<file path="config.mk">
export PLATFORM = sky130hd
export DESIGN_NAME = vec_operand_fetch
export DESIGN_NICKNAME = d
export VERILOG_FILES = /design/src/rtl/vec_operand_fetch.sv
export SDC_FILE = /design/constraint.sdc
export NUM_CORES = 1
export LEC_CHECK = 0
export CAP_MARGIN = 5
export CORE_MARGIN = 2
export CORE_UTILIZATION = 40
export CTS_BUF_LIST = sky130_fd_sc_hd__clkbuf_4 sky130_fd_sc_hd__clkbuf_8
export DETAILED_ROUTE_END_ITERATION = 6
export GPL_TIMING_DRIVEN = 0
export PLACE_DENSITY = 0.68
export SLEW_MARGIN = 0
export SYNTH_ARGS = -nofsm -noshare
export SYNTH_HDL_FRONTEND = slang
export SYNTH_SLANG_ARGS = --single-unit
</file>
<file path="constraint.sdc">
create_clock -name clk -period 6.25 [get_ports clk]
set_input_delay 0.625 -clock clk [delete_from_list [all_inputs] [get_ports clk]]
set_output_delay 0.625 -clock clk [all_outputs]
set_load 0.01 [all_outputs]
</file>
<file path="src/rtl/vec_operand_fetch.sv">
// Fetches LANES A words then LANES B words over a one-outstanding scalar read port, then holds them for the ALU.
// Zero-wait latency is 2*LANES+1 cycles from start; each memory wait adds one, and ops_ready low holds the set in PRESENT.
module vec_operand_fetch #(
  parameter int N      = 32,
  parameter int LANES  = 8,
  parameter int ADDR_W = 16
) (
  input  logic                 clk,
  input  logic                 rst_n,
  input  logic                 start,
  input  logic [ADDR_W-1:0]    base_a,
  input  logic [ADDR_W-1:0]    base_b,
  input  logic [1:0]           op_in,
  output logic                 busy,
  output logic                 mem_req,
  output logic [ADDR_W-1:0]    mem_addr,
  input  logic [N-1:0]         mem_rdata,
  input  logic                 mem_rvalid,
  output logic [N*LANES-1:0]   opa_flat,
  output logic [N*LANES-1:0]   opb_flat,
  output logic [1:0]           selec_out,
  output logic                 ops_valid,
  input  logic                 ops_ready
);

  localparam int              CNT_W = (LANES > 1) ? $clog2(LANES) : 1;
  localparam logic [CNT_W-1:0] LAST = CNT_W'(LANES - 1);

  typedef enum logic [1:0] {
    IDLE    = 2'd0,
    FETCH_A = 2'd1,
    FETCH_B = 2'd2,
    PRESENT = 2'd3
  } state_t;

  state_t             state;
  logic [CNT_W-1:0]   cnt;
  logic [ADDR_W-1:0]  base_a_q;
  logic [ADDR_W-1:0]  base_b_q;
  logic               beat;
  logic               accept;
  logic [ADDR_W-1:0]  next_addr;

  assign busy   = (state != IDLE);
  assign beat   = mem_req && mem_rvalid;
  // A new start is taken from IDLE, or in the same cycle the presented set is consumed.
  assign accept = start && ((state == IDLE) ||
                            ((state == PRESENT) && ops_valid && ops_ready));

  // Address of the following beat; the add wraps naturally at ADDR_W bits.
  assign next_addr = ((state == FETCH_A) ? base_a_q : base_b_q)
                   + ADDR_W'(cnt) + ADDR_W'(1);

  always_ff @(posedge clk or negedge rst_n) begin
    if (!rst_n) begin
      state     <= IDLE;
      cnt       <= '0;
      base_a_q  <= '0;
      base_b_q  <= '0;
      mem_req   <= 1'b0;
      mem_addr  <= '0;
      opa_flat  <= '0;
      opb_flat  <= '0;
      selec_out <= 2'b00;
      ops_valid <= 1'b0;
    end else begin
      case (state)
        IDLE: ;
        FETCH_A: begin
          if (beat) begin
            opa_flat[int'(cnt)*N +: N] <= mem_rdata;
            if (cnt == LAST) begin
              cnt      <= '0;
              state    <= FETCH_B;
              mem_addr <= base_b_q;
            end else begin
              cnt      <= cnt + 1'b1;
              mem_addr <= next_addr;
            end
          end
        end
        FETCH_B: begin
          if (beat) begin
            opb_flat[int'(cnt)*N +: N] <= mem_rdata;
            if (cnt == LAST) begin
              cnt       <= '0;
              state     <= PRESENT;
              mem_req   <= 1'b0;
              ops_valid <= 1'b1;
            end else begin
              cnt      <= cnt + 1'b1;
              mem_addr <= next_addr;
            end
          end
        end
        PRESENT: begin
          if (ops_ready) begin
            ops_valid <= 1'b0;
            state     <= IDLE;
          end
        end
        default: state <= IDLE;
      endcase

      // Placed after the case so an accepted start overrides the PRESENT->IDLE move.
      if (accept) begin
        base_a_q  <= base_a;
        base_b_q  <= base_b;
        selec_out <= op_in;
        cnt       <= '0;
        state     <= FETCH_A;
        mem_req   <= 1'b1;
        mem_addr  <= base_a;
      end
    end
  end

endmodule
</file>
==> summary.txt <==
Setup path
  – Worst setup EP type: register
  – Setup crit start kind: register
  – Crit-path max FO: 10
  – Worst path top cell family by delay: adder cells
  – Worst path cell trace: inv_1, ha_1, buf_6, buf_2, buf_2, mux2i_1, ha_1, inv_1, fa_1, a21oi_1, nor2_1, nand2_1, o2111ai_1, o21a_1
  – Worst EP arrival: 4.34 ns
  – Slowest-stage cell, CP: a21oi_1
  – Critical Path RT: 6.81 ns
  – R2R Path Start: state[1]
  – Crit Path Category: register to register
  – R2r worst-path depth: 14
  – FF-to-FF setup slack: 2.47 ns
  – Critical path buffers and inverters: 5
  – Crit-path max cell delay: 0.45 ns
  – Worst r2r dst: mem_addr[14]

Route
  – Remaining DRCs: 0
  – Via count: 17900
  – Drt total wl: 82100 µm
  – Drt pass-1 iters: 5
  – 1st-iter DRT viols: 874
  – DR WL/cell: 23.7 µm
  – Vias per inst: 5.19
  – Detail Route Antenna Nets: 0

Timing
  – Final Hold Fails: 0
  – Final Max Slew Viols: 0
  – Layout Skew: 0.0264 ns
  – Unrepaired setup endpoints after global routing: false
  – Final number of setup-violating endpoints: 0
  – Slew HR: 0.208
  – Slew @ Worst Pin: 1.18 ns
  – Final period util: 0.604
  – Final setup margin: 2.47 ns
  – Setup TNS Final: 0 ns
  – Max Freq: 265 MHz
  – Final Critical Period: 3.78 ns

GRT
  – First-pass GRT wire length: 120000 µm
  – Vias in the first global route: 18400
  – Met1 Usage GRT: 0.335
  – Pin count of the biggest net entering global routing: 131
  – Met3 usage: 0.0664
  – Initial antenna violation count: 8
  – Busiest grt layer: met2
  – Grt met2 use: 0.445
  – Grt ovf: 0
  – GRT Total Usage: 0.268

Place
  – Routability congestion estimate: 0.880
  – Pre-CTS setup slack: 2.55 ns
  – Placed Instances: 3287
  – Detail Placement HPWL: 60200 µm
  – Port buffer count: 571

Clocking
  – Clk sink count: 569
  – Post-CTS Setup Bufs: 0
  – Max Root-Sink Buffers: 3
  – Clock Latency Late Sink: 0.70 ns
  – Cts bufs inserted: 95
  – Clock transition at path regs: 0.06 ns
  – CTS Root Cell: clkbuf_8
  – TritonCTS clock tree: yes
  – Max H-tree Level: 3

Synthesis
  – Post-synth top area cell: dfrtp_1
  – Post-synth cell types: 56
  – Adder-cell share of the synthesized area: 0.00939
  – Mux share of post-synthesis cell area: 0.170
  – Ys async rst share: 1.00
  – Ys Warns: 0
  – Post-synthesis sequential area ratio: 0.607
  – Share of the synthesized area in the top cell type: 0.607
  – Synth Area in XOR/XNOR: 0.00336
  – Mapped Avg Cell Area: 12.0 µm²
  – Largest cells by area after synthesis: dfrtp_1 (61%), mux2_2 (10%), nand2_1 (6.5%), o21ai_0 (4.4%), mux2_4 (3.8%)
  – Post-synth EDFFs: 0
  – Dominant synthesized flop cell: dfrtp_1
  – Largest family of logic cells by synthesized area: multiplexers
  – Yosys reg bits: 569
  – Complex-gate fraction of the synthesized area: 0.0626
  – Synth Area in Simple Gates: 0.113
  – Post-Syn Nets: 2035
  – Mapped Area: 0.0235 mm²
  – Synth Instances: 1947

Hold path
  – Hold_sp: mem_rdata[9]
  – Worst hold stages: 3
  – Endpoint of the worst hold path: opa_flat[105]
  – Hold Path Class: input pin to register

Floorplanning
  – Height of the die: 246 µm
  – Width of the die: 246 µm
  – Initial core utilization: 0.406
  – Die ar.: 0.0606 mm²
  – FP Rows: 88
  – Core footprint: 0.0578 mm²
  – I/O pin total: 604

Run status
  – Status: complete, no violations

Job
  – Max cap viols: 0

Cells and area
  – Fill count: 4820
  – Area Growth Syn to Fin: 38.1%
  – Fin util: 0.560
  – Post-route non-filler standard cell count: 3459
  – Layout cells sized above 1: 0.194
  – Nets: 2708

Pwr
  – Leakage: 15.0 nW
  – Worst vdd rail ir drop: 0.000176 V
  – PD cells: 231 mW/mm²
==> layout by cell type, fill, tap and decap left out, types with 9 or more instances in the layout <==
| master | Yosys | final |
|---|---|---|
| a21oi_1 | 24 | 24 |
| and2_1 | 104 | 104 |
| and3_1 | 9 | 9 |
| buf_2 | 40 | 40 |
| buf_6 | 22 | 22 |
| clkbuf_1 | 84 | 84 |
| clkbuf_4 | 0 | 36 |
| clkbuf_8 | 0 | 127 |
| clkdlybuf4s50_1 | 0 | 570 |
| dfrtp_1 | 569 | 569 |
| ha_1 | 16 | 16 |
| inv_1 | 13 | 13 |
| mux2_1 | 48 | 48 |
| mux2_2 | 217 | 217 |
| mux2_4 | 60 | 60 |
| mux2i_1 | 10 | 10 |
| nand2_1 | 408 | 408 |
| nand3_1 | 9 | 9 |
| nand4_1 | 10 | 10 |
| nor2_1 | 15 | 15 |
| o21ai_0 | 205 | 205 |
| xnor2_1 | 9 | 9 |
==> synthesized netlist by cell type (2+ instances only) <==
master,instances
inv_1,13
ha_1,16
nor2b_1,7
mux2_1,48
buf_6,22
mux2_2,217
a21oi_1,24
nor3_1,4
and3b_1,3
clkbuf_1,84
and3_1,9
mux2i_1,10
xnor2_1,9
nor3b_2,2
nand2_1,408
o21a_1,3
o221ai_1,7
buf_2,40
a211oi_1,5
dfrtp_1,569
o211ai_1,2
a31oi_1,7
o21ai_0,205
o31ai_1,3
nand4_1,10
a22oi_1,2
nand3b_1,4
nor2_1,15
and2_1,104
nand3_1,9
a21boi_0,2
mux2_4,60
==> routing by layer <==
metal	vias up	part of all wire
met4	0	0.037
met5	-	0
li1	7940	-
met1	9197	0.40
met2	672	0.48
met3	138	0.077
==> flip-flops by register name (all words and copies together), names as in the netlist <==
signal,count
opa_flat,256
mem_addr,16
base_b_q,16
state,2
cnt,3
base_a_q,16
mem_req,1
opb_flat,256
ops_valid,1
selec_out,2
==> stage by stage <==
step                      power (mW)  hold WS (ns)  instance area, µm²
final                           7.47         0.369               32400
after global routing            7.72         0.362               32400
after CTS                       7.54         0.288               32400
after detailed placement        3.92         0.463               30200
after global placement          3.92         0.460               30100
after floorplan                 3.78         0.329               23500
==> worst max-delay path by stage <==
stage,start,to,slack (ns),cells past startpoint
after detailed placement,state[1],mem_addr[4],2.55,12
final,state[1],mem_addr[14],2.47,14
after floorplan,state[1],mem_addr[4],3.08,12
after global placement,rst_n,opa_flat[102],-20.01,1
after CTS,state[1],mem_addr[4],2.53,12
after global routing,state[1],mem_addr[6],2.23,14
==> what timing repair did <==
action                                 in CTS  in global routing
endpoints found under the hold margin       8                  0
hold buffers                                1                  0
resized for setup                           0                  0
==> power by group <==
part / switching, mW / total (mW) / leakage [nW] / internal, mW
registers: 0 / 3.69 / 7.93 / 3.69
clock network: 1.54 / 3.62 / 1.13 / 2.07
logic: 0.131 / 0.167 / 5.95 / 0.0354
==> worst register-to-register path, stage by stage (launching register included) <==
cell	delay [ns]
dfrtp_1	0.43
inv_1	0.12
ha_1	0.32
buf_6	0.21
buf_2	0.23
buf_2	0.29
mux2i_1	0.24
ha_1	0.19
inv_1	0.05
fa_1	0.41
a21oi_1	0.45
nor2_1	0.20
nand2_1	0.17
o2111ai_1	0.14
o21a_1	0.22
==> cell families (layout without fill, tap and decap cells) <==
group	count (synthesis)	count (layout)
AO/OA/AOI/OAI	271	271
other	0	1
multiplexers	335	335
AND/OR/NAND/NOR	585	585
buffers and inverters	161	907
flip-flops	569	569
adder cells (fa/ha/maj)	17	17
XOR/XNOR	9	9
==> layout make-up <==
type	count	area, µm²	area share
multi-input combinational	1217	8400	0.259
clock buffer	163	2020	0.0623
tap	765	957	0.0296
antenna	1	2.50	0.0000773
sequential	569	14200	0.440
buffer	147	767	0.0237
inverter	14	52.6	0.00162
clock inverter	7	108	0.00332
timing repair buffer	576	5840	0.180
(Power assumes the default switching activity.)
